`config.mk`:
```
export PLATFORM = sky130hd
export DESIGN_NAME = alu_op_sequencer
export DESIGN_NICKNAME = d
export VERILOG_FILES = /design/src/rtl/alu_seq_pkg.sv /design/src/rtl/alu_op_decode.sv /design/src/rtl/alu_op_sequencer.sv
export SDC_FILE = /design/constraint.sdc
export NUM_CORES = 1
export LEC_CHECK = 0
export CORE_MARGIN = 3
export CORE_UTILIZATION = 35
export DETAILED_ROUTE_END_ITERATION = 7
export PLACE_DENSITY = 0.66
export SLEW_MARGIN = 30
export SYNTH_ARGS = -nofsm -noshare
export SYNTH_HDL_FRONTEND = slang
export SYNTH_SLANG_ARGS = --single-unit
```
`constraint.sdc`:
```
create_clock -name clk_i -period 3.25 [get_ports clk_i]
set_input_delay 0.4875 -clock clk_i [delete_from_list [all_inputs] [get_ports clk_i]]
set_output_delay 0.4875 -clock clk_i [all_outputs]
set_load 0.1 [all_outputs]
```
`src/rtl/alu_seq_pkg.sv`:
```
// alu_seq_pkg
// Shared definitions for the ALU operation sequencer: ALU control codes,
// ALUOp classes, R-type funct values, the sequencer FSM state enum and a
// small helper that flags immediate-shift control codes.
// Optional feature macro used by the importing files: ALU_SEQ_HILO_EN.
package alu_seq_pkg;

  // ALU control codes (4-bit native width, zero-extended at the top level)
  localparam logic [3:0] CTRL_AND     = 4'b0000;
  localparam logic [3:0] CTRL_OR      = 4'b0001;
  localparam logic [3:0] CTRL_ADD     = 4'b0010;
  localparam logic [3:0] CTRL_NOR     = 4'b0011;
  localparam logic [3:0] CTRL_SLTU    = 4'b0100;
  localparam logic [3:0] CTRL_SLL     = 4'b0101;
  localparam logic [3:0] CTRL_SUB     = 4'b0110;
  localparam logic [3:0] CTRL_SLT     = 4'b0111;
  localparam logic [3:0] CTRL_SRL     = 4'b1000;
  localparam logic [3:0] CTRL_SRA     = 4'b1001;
  localparam logic [3:0] CTRL_SRAV    = 4'b1010;
  localparam logic [3:0] CTRL_LUI     = 4'b1011;
  localparam logic [3:0] CTRL_MUL     = 4'b1100;
  localparam logic [3:0] CTRL_DIV     = 4'b1101;
  localparam logic [3:0] CTRL_ILLEGAL = 4'b1111;

  // ALUOp classes (low three bits)
  localparam logic [2:0] OP_ADD   = 3'b000;
  localparam logic [2:0] OP_SUB   = 3'b001;
  localparam logic [2:0] OP_RTYPE = 3'b010;
  localparam logic [2:0] OP_ADDI  = 3'b011;
  localparam logic [2:0] OP_SLTU  = 3'b100;
  localparam logic [2:0] OP_LUI   = 3'b101;
  localparam logic [2:0] OP_OR    = 3'b110;
  localparam logic [2:0] OP_AND   = 3'b111;

  // R-type funct values
  localparam logic [5:0] FN_ADD   = 6'b100000;
  localparam logic [5:0] FN_ADDU  = 6'b100001;
  localparam logic [5:0] FN_SUB   = 6'b100010;
  localparam logic [5:0] FN_SUBU  = 6'b100011;
  localparam logic [5:0] FN_AND   = 6'b100100;
  localparam logic [5:0] FN_OR    = 6'b100101;
  localparam logic [5:0] FN_NOR   = 6'b100111;
  localparam logic [5:0] FN_SLT   = 6'b101010;
  localparam logic [5:0] FN_SLTU  = 6'b101011;
  localparam logic [5:0] FN_SLL   = 6'b000000;
  localparam logic [5:0] FN_SRL   = 6'b000010;
  localparam logic [5:0] FN_SRA   = 6'b000011;
  localparam logic [5:0] FN_SRAV  = 6'b000111;
  localparam logic [5:0] FN_MULT  = 6'b011000;
  localparam logic [5:0] FN_MULTU = 6'b011001;
  localparam logic [5:0] FN_DIV   = 6'b011010;
  localparam logic [5:0] FN_DIVU  = 6'b011011;

  // Sequencer FSM states
  typedef enum logic [1:0] {
    ST_IDLE = 2'd0,
    ST_OUT  = 2'd1,
    ST_BUSY = 2'd2
  } seq_state_e;

  // Only the immediate shifts take their amount from the shamt field;
  // SRAV shifts by rs.
  function automatic logic is_shamt_shift(input logic [3:0] code);
    return (code == CTRL_SLL) || (code == CTRL_SRL) || (code == CTRL_SRA);
  endfunction

endpackage

```
`src/rtl/alu_op_decode.sv`:
```
// alu_op_decode
// Purely combinational decode of (ALUOp, funct) into the 4-bit ALU control
// code plus side flags.
// Macro: ALU_SEQ_HILO_EN -- when undefined, the mult/div funct values decode
// as illegal and md_op_o / md_signed_o are constant 0.
// Ports:
//   alu_op_i    [OP_W-1:0] operation class; any bit above bit 2 is illegal
//   funct_i     [5:0]      R-type funct field
//   code_o      [3:0]      ALU control code
//   shamt_sel_o            1 = immediate shift (amount from shamt)
//   md_op_o                multi-cycle HI/LO operation (mult/div)
//   md_signed_o            signed mult/div
//   illegal_o              undecodable request
module alu_op_decode
  import alu_seq_pkg::*;
#(
  parameter int OP_W = 3
) (
  input  logic [OP_W-1:0] alu_op_i,
  input  logic [5:0]      funct_i,
  output logic [3:0]      code_o,
  output logic            shamt_sel_o,
  output logic            md_op_o,
  output logic            md_signed_o,
  output logic            illegal_o
);

  logic [3:0]      code;
  logic            op_hi;
  logic [OP_W-1:0] op_upper;

  // Shift rather than slice so the upper-bit check stays legal at OP_W == 3.
  assign op_upper = alu_op_i >> 3;
  assign op_hi    = |op_upper;

  always_comb begin
    code        = CTRL_ILLEGAL;
    md_op_o     = 1'b0;
    md_signed_o = 1'b0;
    if (!op_hi) begin
      case (alu_op_i[2:0])
        OP_ADD:   code = CTRL_ADD;
        OP_SUB:   code = CTRL_SUB;
        OP_ADDI:  code = CTRL_ADD;
        OP_SLTU:  code = CTRL_SLTU;
        OP_LUI:   code = CTRL_LUI;
        OP_OR:    code = CTRL_OR;
        OP_AND:   code = CTRL_AND;
        OP_RTYPE: begin
          case (funct_i)
            FN_ADD, FN_ADDU: code = CTRL_ADD;
            FN_SUB, FN_SUBU: code = CTRL_SUB;
            FN_AND:          code = CTRL_AND;
            FN_OR:           code = CTRL_OR;
            FN_NOR:          code = CTRL_NOR;
            FN_SLT:          code = CTRL_SLT;
            FN_SLTU:         code = CTRL_SLTU;
            FN_SLL:          code = CTRL_SLL;
            FN_SRL:          code = CTRL_SRL;
            FN_SRA:          code = CTRL_SRA;
            FN_SRAV:         code = CTRL_SRAV;
`ifdef ALU_SEQ_HILO_EN
            FN_MULT: begin
              code        = CTRL_MUL;
              md_op_o     = 1'b1;
              md_signed_o = 1'b1;
            end
            FN_MULTU: begin
              code    = CTRL_MUL;
              md_op_o = 1'b1;
            end
            FN_DIV: begin
              code        = CTRL_DIV;
              md_op_o     = 1'b1;
              md_signed_o = 1'b1;
            end
            FN_DIVU: begin
              code    = CTRL_DIV;
              md_op_o = 1'b1;
            end
`endif
            default:         code = CTRL_ILLEGAL;
          endcase
        end
        default: code = CTRL_ILLEGAL;
      endcase
    end
  end

  assign code_o      = code;
  assign illegal_o   = (code == CTRL_ILLEGAL);
  assign shamt_sel_o = is_shamt_shift(code);

endmodule

```
`src/rtl/alu_op_sequencer.sv`:
```
// alu_op_sequencer
// Registered ALU control decoder with valid/ready handshake. Single-cycle
// ops are presented one cycle after accept; mult/div ops hold the request
// side in BUSY for a fixed latency so upstream stall logic has a single
// back-pressure source.
// Macro: ALU_SEQ_HILO_EN -- builds mult/div decode, the BUSY state and the
// latency counter; undefined, ready_o is high whenever out of reset and
// md_start_o / md_signed_o are constant 0.
// Parameters: OP_W (>=3), CTRL_W (>=4), MUL_CYCLES (>=2), DIV_CYCLES (>=2).
// Ports:
//   clk_i, rst_i (synchronous, active-low)
//   valid_i / ready_o        request handshake (ready_o depends on state only)
//   ALUOp_i, funct_i         request
//   flush_i                  synchronous abort, wins over valid_i
//   valid_o                  registered outputs valid this cycle
//   ALUCtrl_o, shamt_sel_o   ALU control, shift-source select
//   md_start_o, md_signed_o  HI/LO unit start pulse and signedness
//   illegal_o                undecodable request, qualified by valid_o
//
// state   | meaning
// IDLE    | no result presented, ready for a request
// OUT     | result presented (valid_o=1), ready for the next request
// BUSY    | mult/div in flight, requests blocked, counter running
module alu_op_sequencer
  import alu_seq_pkg::*;
#(
  parameter int OP_W       = 3,
  parameter int CTRL_W     = 4,
  parameter int MUL_CYCLES = 4,
  parameter int DIV_CYCLES = 32
) (
  input  logic              clk_i,
  input  logic              rst_i,
  input  logic              valid_i,
  output logic              ready_o,
  input  logic [OP_W-1:0]   ALUOp_i,
  input  logic [5:0]        funct_i,
  input  logic              flush_i,
  output logic              valid_o,
  output logic [CTRL_W-1:0] ALUCtrl_o,
  output logic              shamt_sel_o,
  output logic              md_start_o,
  output logic              md_signed_o,
  output logic              illegal_o
);

  logic [3:0] dec_code;
  logic       dec_shamt_sel;
  logic       dec_md_op;
  logic       dec_md_signed;
  logic       dec_illegal;

  alu_op_decode #(.OP_W(OP_W)) u_decode (
    .alu_op_i    (ALUOp_i),
    .funct_i     (funct_i),
    .code_o      (dec_code),
    .shamt_sel_o (dec_shamt_sel),
    .md_op_o     (dec_md_op),
    .md_signed_o (dec_md_signed),
    .illegal_o   (dec_illegal)
  );

  seq_state_e        state_q, state_d;
  logic              rst_done_q;
  logic [CTRL_W-1:0] ctrl_q, ctrl_d;
  logic              shamt_q, shamt_d;
  logic              illegal_q, illegal_d;
  logic              accept;

`ifdef ALU_SEQ_HILO_EN
  // Counter is loaded with latency-2: one cycle is the accept edge itself,
  // and the terminal-count cycle still sits in BUSY.
  localparam int CNT_MAX = ((MUL_CYCLES > DIV_CYCLES) ? MUL_CYCLES : DIV_CYCLES) - 2;
  localparam int CNT_W   = (CNT_MAX > 1) ? $clog2(CNT_MAX + 1) : 1;

  logic [CNT_W-1:0] cnt_q, cnt_d;
  logic             start_q, start_d;
  logic             md_signed_q, md_signed_d;

  // rst_done_q keeps ready_o low while reset is held.
  assign ready_o = rst_done_q && (state_q != ST_BUSY);
`else
  logic unused_md;
  assign unused_md = dec_md_op | dec_md_signed;
  assign ready_o   = rst_done_q;
`endif

  assign accept = valid_i && ready_o && !flush_i;

  always_comb begin
    state_d   = state_q;
    ctrl_d    = ctrl_q;
    shamt_d   = shamt_q;
    illegal_d = illegal_q;
`ifdef ALU_SEQ_HILO_EN
    cnt_d       = cnt_q;
    start_d     = 1'b0;
    md_signed_d = md_signed_q;
`endif
    case (state_q)
      ST_IDLE, ST_OUT: begin
        state_d = ST_IDLE;
        if (accept) begin
          state_d   = ST_OUT;
          ctrl_d    = CTRL_W'(dec_code);
          shamt_d   = dec_shamt_sel;
          illegal_d = dec_illegal;
`ifdef ALU_SEQ_HILO_EN
          md_signed_d = dec_md_signed;
          if (dec_md_op) begin
            state_d = ST_BUSY;
            start_d = 1'b1;
            cnt_d   = (dec_code == CTRL_MUL) ? CNT_W'(MUL_CYCLES - 2)
                                             : CNT_W'(DIV_CYCLES - 2);
          end
`endif
        end
      end
`ifdef ALU_SEQ_HILO_EN
      ST_BUSY: begin
        if (cnt_q == '0) begin
          state_d = ST_OUT;
        end else begin
          cnt_d = cnt_q - CNT_W'(1);
        end
      end
`endif
      default: state_d = ST_IDLE;
    endcase
    // accept already excludes flush, so no start pulse can be generated here.
    if (flush_i) begin
      state_d = ST_IDLE;
    end
  end

  always_ff @(posedge clk_i) begin
    if (!rst_i) begin
      state_q     <= ST_IDLE;
      rst_done_q  <= 1'b0;
      ctrl_q      <= '0;
      shamt_q     <= 1'b0;
      illegal_q   <= 1'b0;
`ifdef ALU_SEQ_HILO_EN
      cnt_q       <= '0;
      start_q     <= 1'b0;
      md_signed_q <= 1'b0;
`endif
    end else begin
      state_q     <= state_d;
      rst_done_q  <= 1'b1;
      ctrl_q      <= ctrl_d;
      shamt_q     <= shamt_d;
      illegal_q   <= illegal_d;
`ifdef ALU_SEQ_HILO_EN
      cnt_q       <= cnt_d;
      start_q     <= start_d;
      md_signed_q <= md_signed_d;
`endif
    end
  end

  assign valid_o     = (state_q == ST_OUT);
  assign ALUCtrl_o   = ctrl_q;
  assign shamt_sel_o = shamt_q;
  assign illegal_o   = illegal_q;
`ifdef ALU_SEQ_HILO_EN
  assign md_start_o  = start_q;
  assign md_signed_o = md_signed_q;
`else
  assign md_start_o  = 1'b0;
  assign md_signed_o = 1'b0;
`endif

endmodule

```
# Yosys cells after proc, flatten, opt, wreduce, memory -nomap -nowiden

Memories as Yosys holds them, arrays and structs flattened.
Cells that the tools add are included.

Reduce and logical (&&, ||, !) cells: 11
Bitwise logic cells: 2
Equal/unequal tests: 12
Muxes and demuxes: 3

Operators by type and width:

| cell                                          | number |
|---|---|
| one-hot mux 4 bit (7 select lines)            | 1 |
| == test 3 bit, second input constant          | 4 |
| == test 4 bit, second input constant          | 3 |
| == test 3 x 2 -> 1 bit, second input constant | 2 |
| == test 4 x 3 -> 1 bit, second input constant | 1 |
| OR reduction 2 bit                            | 2 |
| == test 3 x 1 -> 1 bit, second input constant | 1 |
| zero test 3 bit                               | 1 |
| OR reduction 3 bit                            | 1 |
| == test 2 x 1 -> 1 bit, second input constant | 1 |
| logical AND 1 bit                             | 2 |
| zero test 2 bit                               | 1 |
| logical OR 1 bit                              | 2 |
| two-way mux 1 bit                             | 2 |
| NOT 1 bit                                     | 2 |
| AND reduction 2 bit                           | 1 |
| zero test 1 bit                               | 1 |

Register bits: 9
Memory bits (read-only): 256
Output and inout port bits: 10
Memories kept: 1

Memory list:

| name             | depth | width | rd ports | clocked after memory_dff | wr ports | line                | text |
|---|---|---|---|---|---|---|---|
| (name not given) | 64    | 4     | 1        | 0                        | 0        | alu_op_decode.sv:50 | `case (funct_i)` |

# Logic depth before layout (Yosys ltp)

Gate-level depths: netlist (run 1).

Depth in word-level cells: 6
Depth in mapped cells: 7
Depth with buffers taken out: 6

# Hierarchy

A second synthesis (run 1) with hierarchy kept.

Cells, all modules: 77
Area total of the unflattened synthesis: 591.8 um^2

Modules (own cells, without submodules):

| module           | cells an instance | sequential area each (um^2) | times used | area an instance (um^2) |
|---|---|---|---|---|
| alu_op_sequencer | 33                | 160.2                       | 1          | 316.6 |
| alu_op_decode    | 44                | 0.0                         | 1          | 275.3 |

# Least setup slack after synthesis (run 1)

No wires, ideal clock.

Path type: register to register
Start: register rst_done_q (netlist: ready_o)
End: register illegal_q (netlist: illegal_o)
Path slack: 0.993 ns
Data required time: 3.180 ns
Arrival time: 2.187 ns
Library setup time: 0.070 ns
Buffers on the path: 0
Cell stages (with the launch flop): 7
Clock period less this slack: 2.257 ns
Path through: dfxtp_1 > nand2_1 > nor2_1 > o21ai_0 > a21oi_2 > or4b_1 > a21boi_1

Cells in the longest elaborated chain, start to end: 3

RTL lines:

| element                         | line                    | text |
|---|---|---|
| start, declared                 | alu_op_sequencer.sv:64  | `logic rst_done_q;` |
| start signal, assigned          | alu_op_sequencer.sv:139 | `rst_done_q <= 1'b0;` |
| start signal, assigned          | alu_op_sequencer.sv:150 | `rst_done_q <= 1'b1;` |
| logical AND 1 bit (2 in series) | alu_op_sequencer.sv:88  | `assign accept = valid_i && ready_o && !flush_i;` |
| AND reduction 2 bit (no line)   | n/a                     |  |
| end signal, assigned            | alu_op_sequencer.sv:153 | `illegal_q <= illegal_d;` |
| end, declared                   | alu_op_sequencer.sv:67  | `logic illegal_q, illegal_d;` |

No other way between the ends.
A chain may end at the register's enable or synchronous reset.

# Worst setup path after layout (run 1)

Start: input funct_i[1]
End: register illegal_q (netlist: illegal_o)

Cells in the longest elaborated chain, start to end: 3

RTL lines:

| element                            | line                   | text |
|---|---|---|
| start, declared                    | alu_op_sequencer.sv:37 | `input logic [5:0] funct_i,` |
| memory read (64 x 4 bit)           | n/a                    |  |
| one-hot mux 4 bit (7 select lines) | alu_op_decode.sv:41    | `case (alu_op_i[2:0])` |
| == test 4 bit                      | alu_op_decode.sv:91    | `assign illegal_o = (code == CTRL_ILLEGAL);` |

No other way between the ends.

==> results.sh, run 1 <==
export IMPL_met1Wirelength_um=601
export IMPL_io_buffers=20
export IMPL_drt_iter0_drc=13
export IMPL_cp_slowest_cell="clkdlybuf4s50_1"
export IMPL_min_from="illegal_o"
export IMPL_die_y_um=46.5
export IMPL_cp_top_family="simple AND/OR/NAND/NOR gates"
export IMPL_crit_chain="clkdlybuf4s50_1 > nand2b_1 > a31o_1 > a41oi_2 > o21ai_2 > or4b_1 > a21boi_1"
export IMPL_cp_arrival_ps=2380
export IMPL_setup_viol=0
export IMPL_cts_tree="yes"
export IMPL_clock_power_share_pct=26.8
export IMPL_dr_wl_met3_um=66
export IMPL_post_route_period_util_pct=67.5
export IMPL_ys_seq_area_share_pct=27.9
export IMPL_combPwrFrac_pct=35.2
export IMPL_grt_total_usage_pct=13.6
export IMPL_wirelength_mm=1.23
export IMPL_rsz0062_at_grt="false"
export IMPL_cts_sink_count=8
export IMPL_synth_edf_count=0
export IMPL_crit_path_start_kind="primary input"
export IMPL_nFillCells=132
export IMPL_clockBufferDepth=2
export IMPL_power_density_mw_per_mm2=347
export IMPL_hold_slack_ps=456
export IMPL_syn_to_final_growth_pct=36.2
export IMPL_sw_frac_of_total_pct=34.7
export IMPL_wl_met2_um=565
export IMPL_nNetsFinal=108
export IMPL_routedWlPerCell_um=11.4
export IMPL_slew_viol_final=0
export IMPL_vias=560
export IMPL_r2r_start="ready_o"
export IMPL_drive_gt1_share_pct=11.8
export IMPL_vdd_drop_max_mv=0.181
export IMPL_yosysMostFrequentCell="dfxtp_1"
export IMPL_postCtsResizedCells=0
export IMPL_die_x_um=46.5
export IMPL_grt_max_degree=12
export IMPL_leakage_nw=0.296
export IMPL_cts_clk_slew_worst_paths_ps=50
export IMPL_routed_top_layer="met3"
export IMPL_yosys_register_bits=8
export IMPL_dr_pass1_iters=4
export IMPL_grt_pass1_vias=516
export IMPL_rows=13
export IMPL_clk_latency_ps=250
export IMPL_setup_tns_ps=0
export IMPL_antenna_cells=0
export IMPL_critical_path_buf_inv_count=1
export IMPL_avgViaCountPerCell=5.19
export IMPL_crit_path_max_incr_delay_ps=570
export IMPL_ant_nets=0
export IMPL_cts_root_buffer="clkbuf_4"
export IMPL_start_util_pct=40.6
export IMPL_cts_htree_levels=1
export IMPL_cp_max_fo=11
export IMPL_cts_made_buffers=3
export IMPL_synth_common_cells="dfxtp_1 (8), a21oi_1 (7), nand2_1 (6)"
export IMPL_async_flop_share_pct=0
export IMPL_hold_path_class="reg -> reg"
export IMPL_avgSynthCellArea_um2=7.87
export IMPL_place_gp_congestion=0.796
export IMPL_crit_type="in -> reg"
export IMPL_worst_pin_slew_ps=967
export IMPL_cts_hold_buffers=0
export IMPL_max_slew_margin_pct=35.3
export IMPL_drt_drc_violations_left=0
export IMPL_synth_cell_types=36
export IMPL_fin_crit_ps=2190
export IMPL_synthCells=73
export IMPL_finalHoldViolCount=0
export IMPL_p_sw_mw=0.0942
export IMPL_grt_overflow=0
export IMPL_synth_largest_area_cell="dfxtp_1"
export IMPL_cap_viol_max_count=0
export IMPL_grt_pass1_wl_mm=2.12
export IMPL_power_frac_seq_pct=38.0
export IMPL_synth_area_leaders="dfxtp_1 (28%), a21oi_1 (6.1%), buf_6 (3.9%)"
export IMPL_synth_flop_cell="dfxtp_1"
export IMPL_status="finished, final reports clean"
export IMPL_io_pins=23
export IMPL_cts_setup_buffers=0
export IMPL_dieArea_mm2=0.00216
export IMPL_synth_area_um2=574
export IMPL_finalNonFillerCells=108
export IMPL_power_internal_mw=0.177
export IMPL_core_mm2=0.00142
export IMPL_fin_skew_ps=2.67
export IMPL_antenna_found_initial=0
export IMPL_endpoint_kind="register"
export IMPL_max_freq_mhz=456
export IMPL_setup_worst_path_start="funct_i[1]"
export IMPL_dp_hpwl_um=983
export IMPL_critPathRequiredTime_ps=3430
export IMPL_place_inst=105
export IMPL_ys_warnings_count=0
export IMPL_synth_top_cell_area_share_pct=27.9
==> power groups by stage <==
stage | Combinational [mW] | Sequential, mW | Clock, mW
floorplan | 0.0433 | 0.129 | 0
global placement | 0.0952 | 0.105 | 0
detailed placement | 0.0955 | 0.105 | 0
CTS | 0.0957 | 0.103 | 0.0760
global route | 0.102 | 0.103 | 0.0814
finish | 0.0957 | 0.103 | 0.0728
==> sequential cells by signal (all words and copies together) (netlist names) <==
| signal | count |
|---|---|
| state_q | 1 |
| ALUCtrl_o | 4 |
| ready_o | 1 |
| illegal_o | 1 |
| shamt_sel_o | 1 |
==> metrics by stage <==
| stage | power [mW] | util (%) | setup WS (ps) | cell area, um2 |
|---|---|---|---|---|
| 2_1_floorplan | 0.173 | - | 993 | 578 |
| 3_3_place_gp | 0.200 | 53.7 | 823 | 759 |
| 3_5_place_dp | 0.201 | 53.7 | 802 | 759 |
| 4_1_cts | 0.275 | 55.3 | 1040 | 782 |
| 5_1_grt | 0.287 | 55.3 | 942 | 782 |
| 6_report | 0.271 | 55.3 | 1060 | 782 |
==> worst reg2reg max path: cells and delay by family (launching register included) <==
family / cells / cell delay (ps)
AO/OA/AOI/OAI: 3 / 510
flip-flops: 1 / 320
AND/OR/NAND/NOR: 3 / 810
==> worst paths after layout <==
check,end,slack (ps),cells after the start
min reg2reg,illegal_o,460,2
max,illegal_o,1060,7
max reg2reg,illegal_o,1550,6
min,illegal_o,460,2
==> cell families (layout without fill, tap and decap cells) <==
family                 count (synthesis)  in the layout  synth area share (%)
other                                  1              2                 0.653
AO/OA/AOI/OAI                         26             26                  31.6
buffers and inverters                  7             26                  8.50
flip-flops                             8              8                  27.9
AND/OR/NAND/NOR                       30             30                  29.9
XOR/XNOR                               1              1                  1.53
==> placed cells by master, fill, tap and decap left out <==
master	count
nor3_1	2
a21oi_2	1
clkbuf_4	3
nand2_1	6
or2_2	2
conb_1	2
clkdlybuf4s50_1	20
and2_1	2
o311ai_1	1
a22o_1	1
a21boi_1	1
nor2_1	5
xnor2_1	1
and2b_2	2
nand3_1	2
nand2b_1	3
or4_1	1
a31oi_1	1
a31o_1	1
o311ai_0	1
and2_0	1
a21oi_1	7
o21ai_2	1
o21a_1	2
nor2b_1	1
a41oi_2	1
o211a_1	1
nand4b_1	1
o211ai_1	1
o21ai_1	2
and3b_2	1
o22ai_1	1
dfxtp_1	8
inv_1	3
o21ai_0	3
or4b_1	1
==> final cells by class <==
| class | count | area [um2] | area share, % |
|---|---|---|---|
| Inverter | 3 | 11.3 | 1.44 |
| Clock buffer | 3 | 22.5 | 2.88 |
| Timing Repair Buffer | 20 | 200 | 25.6 |
| Multi-Input combinational cell | 59 | 369 | 47.2 |
| Sequential cell | 8 | 160 | 20.5 |
| Tap cell | 15 | 18.8 | 2.40 |
==> per-layer routing <==
| metal | GRT usage, % | vias up |
|---|---|---|
| met2 | 20.9 | 16 |
| met5 | 0 | - |
| met1 | 17.3 | 243 |
| li1 | - | 301 |
| met4 | 5.11 | 0 |
| met3 | 4.69 | 0 |
Note: power is estimated with default switching activity, not from simulation.
==> run 2, diff against run 1 <==
PLACE_DENSITY = 0.69   (was 0.66)
clock period = 2 ns   (was 3.25 ns; I/O delays follow)
==> run 2 against run 1 <==
  * Sequential power increased by 63%
  * Non-clock buffer count increased by 14
  * Critical path depth unchanged
  * Register-to-register slack got worse by 970 ps
  * Combinational power increased by 84%
  * Count of clock-buffer cells in the layout unchanged
  * Final area increased by 12%
==> results.sh, run 2 (same netlist as run 1, synthesis figures left out) <==
export IMPL_status="finished, final reports clean"
export IMPL_syn_to_final_growth_pct=52.1
export IMPL_utilization_pct=61.7
export IMPL_power_density_mw_per_mm2=537
export IMPL_grt_total_usage_pct=15.1
export IMPL_crit_type="in -> reg"
export IMPL_hold_path_class="reg -> reg"
export IMPL_routedWlPerCell_um=11.9
export IMPL_slew_viol_final=0
export IMPL_start_util_pct=40.6
export IMPL_cts_setup_buffers=0
export IMPL_setup_viol=0
export IMPL_place_inst=119
export IMPL_core_mm2=0.00142
export IMPL_post_route_period_util_pct=93.4
export IMPL_cts_hold_buffers=0
export IMPL_nFillCells=131
export IMPL_leakage_nw=0.390
export IMPL_cts_sink_count=8
export IMPL_die_x_um=46.5
export IMPL_r2r_slack_ps=580
export IMPL_drive_gt1_share_pct=32.7
export IMPL_power_internal_mw=0.303
export IMPL_fin_area_um2=873
export IMPL_cts_htree_levels=1
export IMPL_sw_frac_of_total_pct=35.4
export IMPL_power_frac_seq_pct=35.7
export IMPL_layout_commonest_cell="buf_4"
export IMPL_antenna_cells=0
export IMPL_vias=624
export IMPL_antenna_found_initial=0
export IMPL_cap_viol_max_count=0
export IMPL_worst_slack_ps=131
export IMPL_cp_arrival_ps=2050
export IMPL_dp_hpwl_mm=1.14
export IMPL_grt_overflow=0
export IMPL_die_y_um=46.5
export IMPL_ant_nets=0
export IMPL_p_sw_mw=0.166
export IMPL_wirelength_mm=1.45
export IMPL_clock_power_share_pct=26.8
export IMPL_cts_made_buffers=3
export IMPL_dieArea_mm2=0.00216
export IMPL_drt_iter0_drc=17
export IMPL_crit_path_start_kind="primary input"
export IMPL_vdd_drop_max_mv=0.335
export IMPL_finalHoldViolCount=0
export IMPL_pre_cts_slack_ps=-262
export IMPL_clockBufferDepth=2
export IMPL_max_freq_mhz=535
export IMPL_io_pins=23
export IMPL_place_area_um2=846
export IMPL_rsz0062_at_grt="false"
export IMPL_dr_pass1_iters=4
export IMPL_grt_pass1_wl_mm=2.36
export IMPL_clk_latency_ps=260
export IMPL_grt_max_degree=11
export IMPL_drt_drc_violations_left=0
export IMPL_cts_tree="yes"
export IMPL_grt_pass1_vias=585
export IMPL_cts_clk_slew_worst_paths_ps=50
export IMPL_nNetsFinal=122
export IMPL_endpoint_kind="register"
export IMPL_place_gp_congestion=0.806
export IMPL_fin_crit_ps=1870
export IMPL_combPwrFrac_pct=37.4
export IMPL_largest_register_ffs=4
export IMPL_rows=13
export IMPL_cp_max_fo=5
export IMPL_cts_root_buffer="clkbuf_4"
export IMPL_final_cell_mix="buf_4 (22), clkdlybuf4s50_1 (10), dfxtp_1 (7)"
export IMPL_finalNonFillerCells=122
export IMPL_fin_skew_ps=5.70
export IMPL_critPathRequiredTime_ps=2180
export IMPL_io_buffers=20
export IMPL_avgViaCountPerCell=5.11
==> run 2: changes by cell type in the layout (fill, tap and decap cells not counted), sizes merged <==
cell           before  now
buf                 0   22
clkdlybuf4s50      20   10
dlygate4sd2         0    1
dlymetal6s2s        0    1
==> run 2: worst paths after layout <==
| path | from | end | depth (start not counted) |
|---|---|---|---|
| setup / recovery | funct_i[2] | illegal_o | 7 |
| hold / removal | illegal_o | illegal_o | 2 |
| setup reg to reg | ready_o | illegal_o | 6 |
| hold reg to reg | illegal_o | illegal_o | 2 |
==> run 2: power by group through the flow <==
stage               clock network [mW]  logic (mW)  registers, mW
CTS                              0.127       0.174          0.168
detailed placement                   0       0.175          0.171
finish                           0.126       0.176          0.168
global placement                     0       0.173          0.171
floorplan                            0      0.0704          0.210
global route                     0.142       0.188          0.168
==> run 2: through the flow <==
step           hold WS, ps  power [mW]  setup TNS, ps
2_1_floorplan          328       0.281              0
3_3_place_gp           446       0.344           -558
3_5_place_dp           463       0.346           -645
4_1_cts                468       0.469              0
5_1_grt                487       0.498              0
6_report               462       0.469              0
==> run 2: area by class of cell <==
| cell class | instances | area, um2 | share of cell area [%] |
|---|---|---|---|
| sequential | 8 | 161 | 18.5 |
| clock buffer | 3 | 22.5 | 2.58 |
| multi-input combinational | 59 | 373 | 42.7 |
| timing repair buffer | 34 | 287 | 32.8 |
| tap | 15 | 18.8 | 2.15 |
| inverter | 3 | 11.3 | 1.29 |
==> run 2: layer usage <==
metal	routed length [um]	share of wire [%]	track usage, %
met1	676	47	20.4
met2	678	47	22.5
met3	82	5.7	4.69
met4	11	0.76	5.11
met5	0	0	0
==> run 2: worst max-delay path: stages <==
cell             delay (ps)
clkdlybuf4s50_1         540
inv_1                   110
a31o_1                  200
a41oi_2                 210
o21ai_2                  80
or4b_1                  460
a21boi_1                150
==> run 2: repair_timing <==
action,4_1_cts,5_1_grt
gates resized for setup,1,2
hold endpoints to repair,0,0
setup endpoints to repair,1,2
cloned,0,0
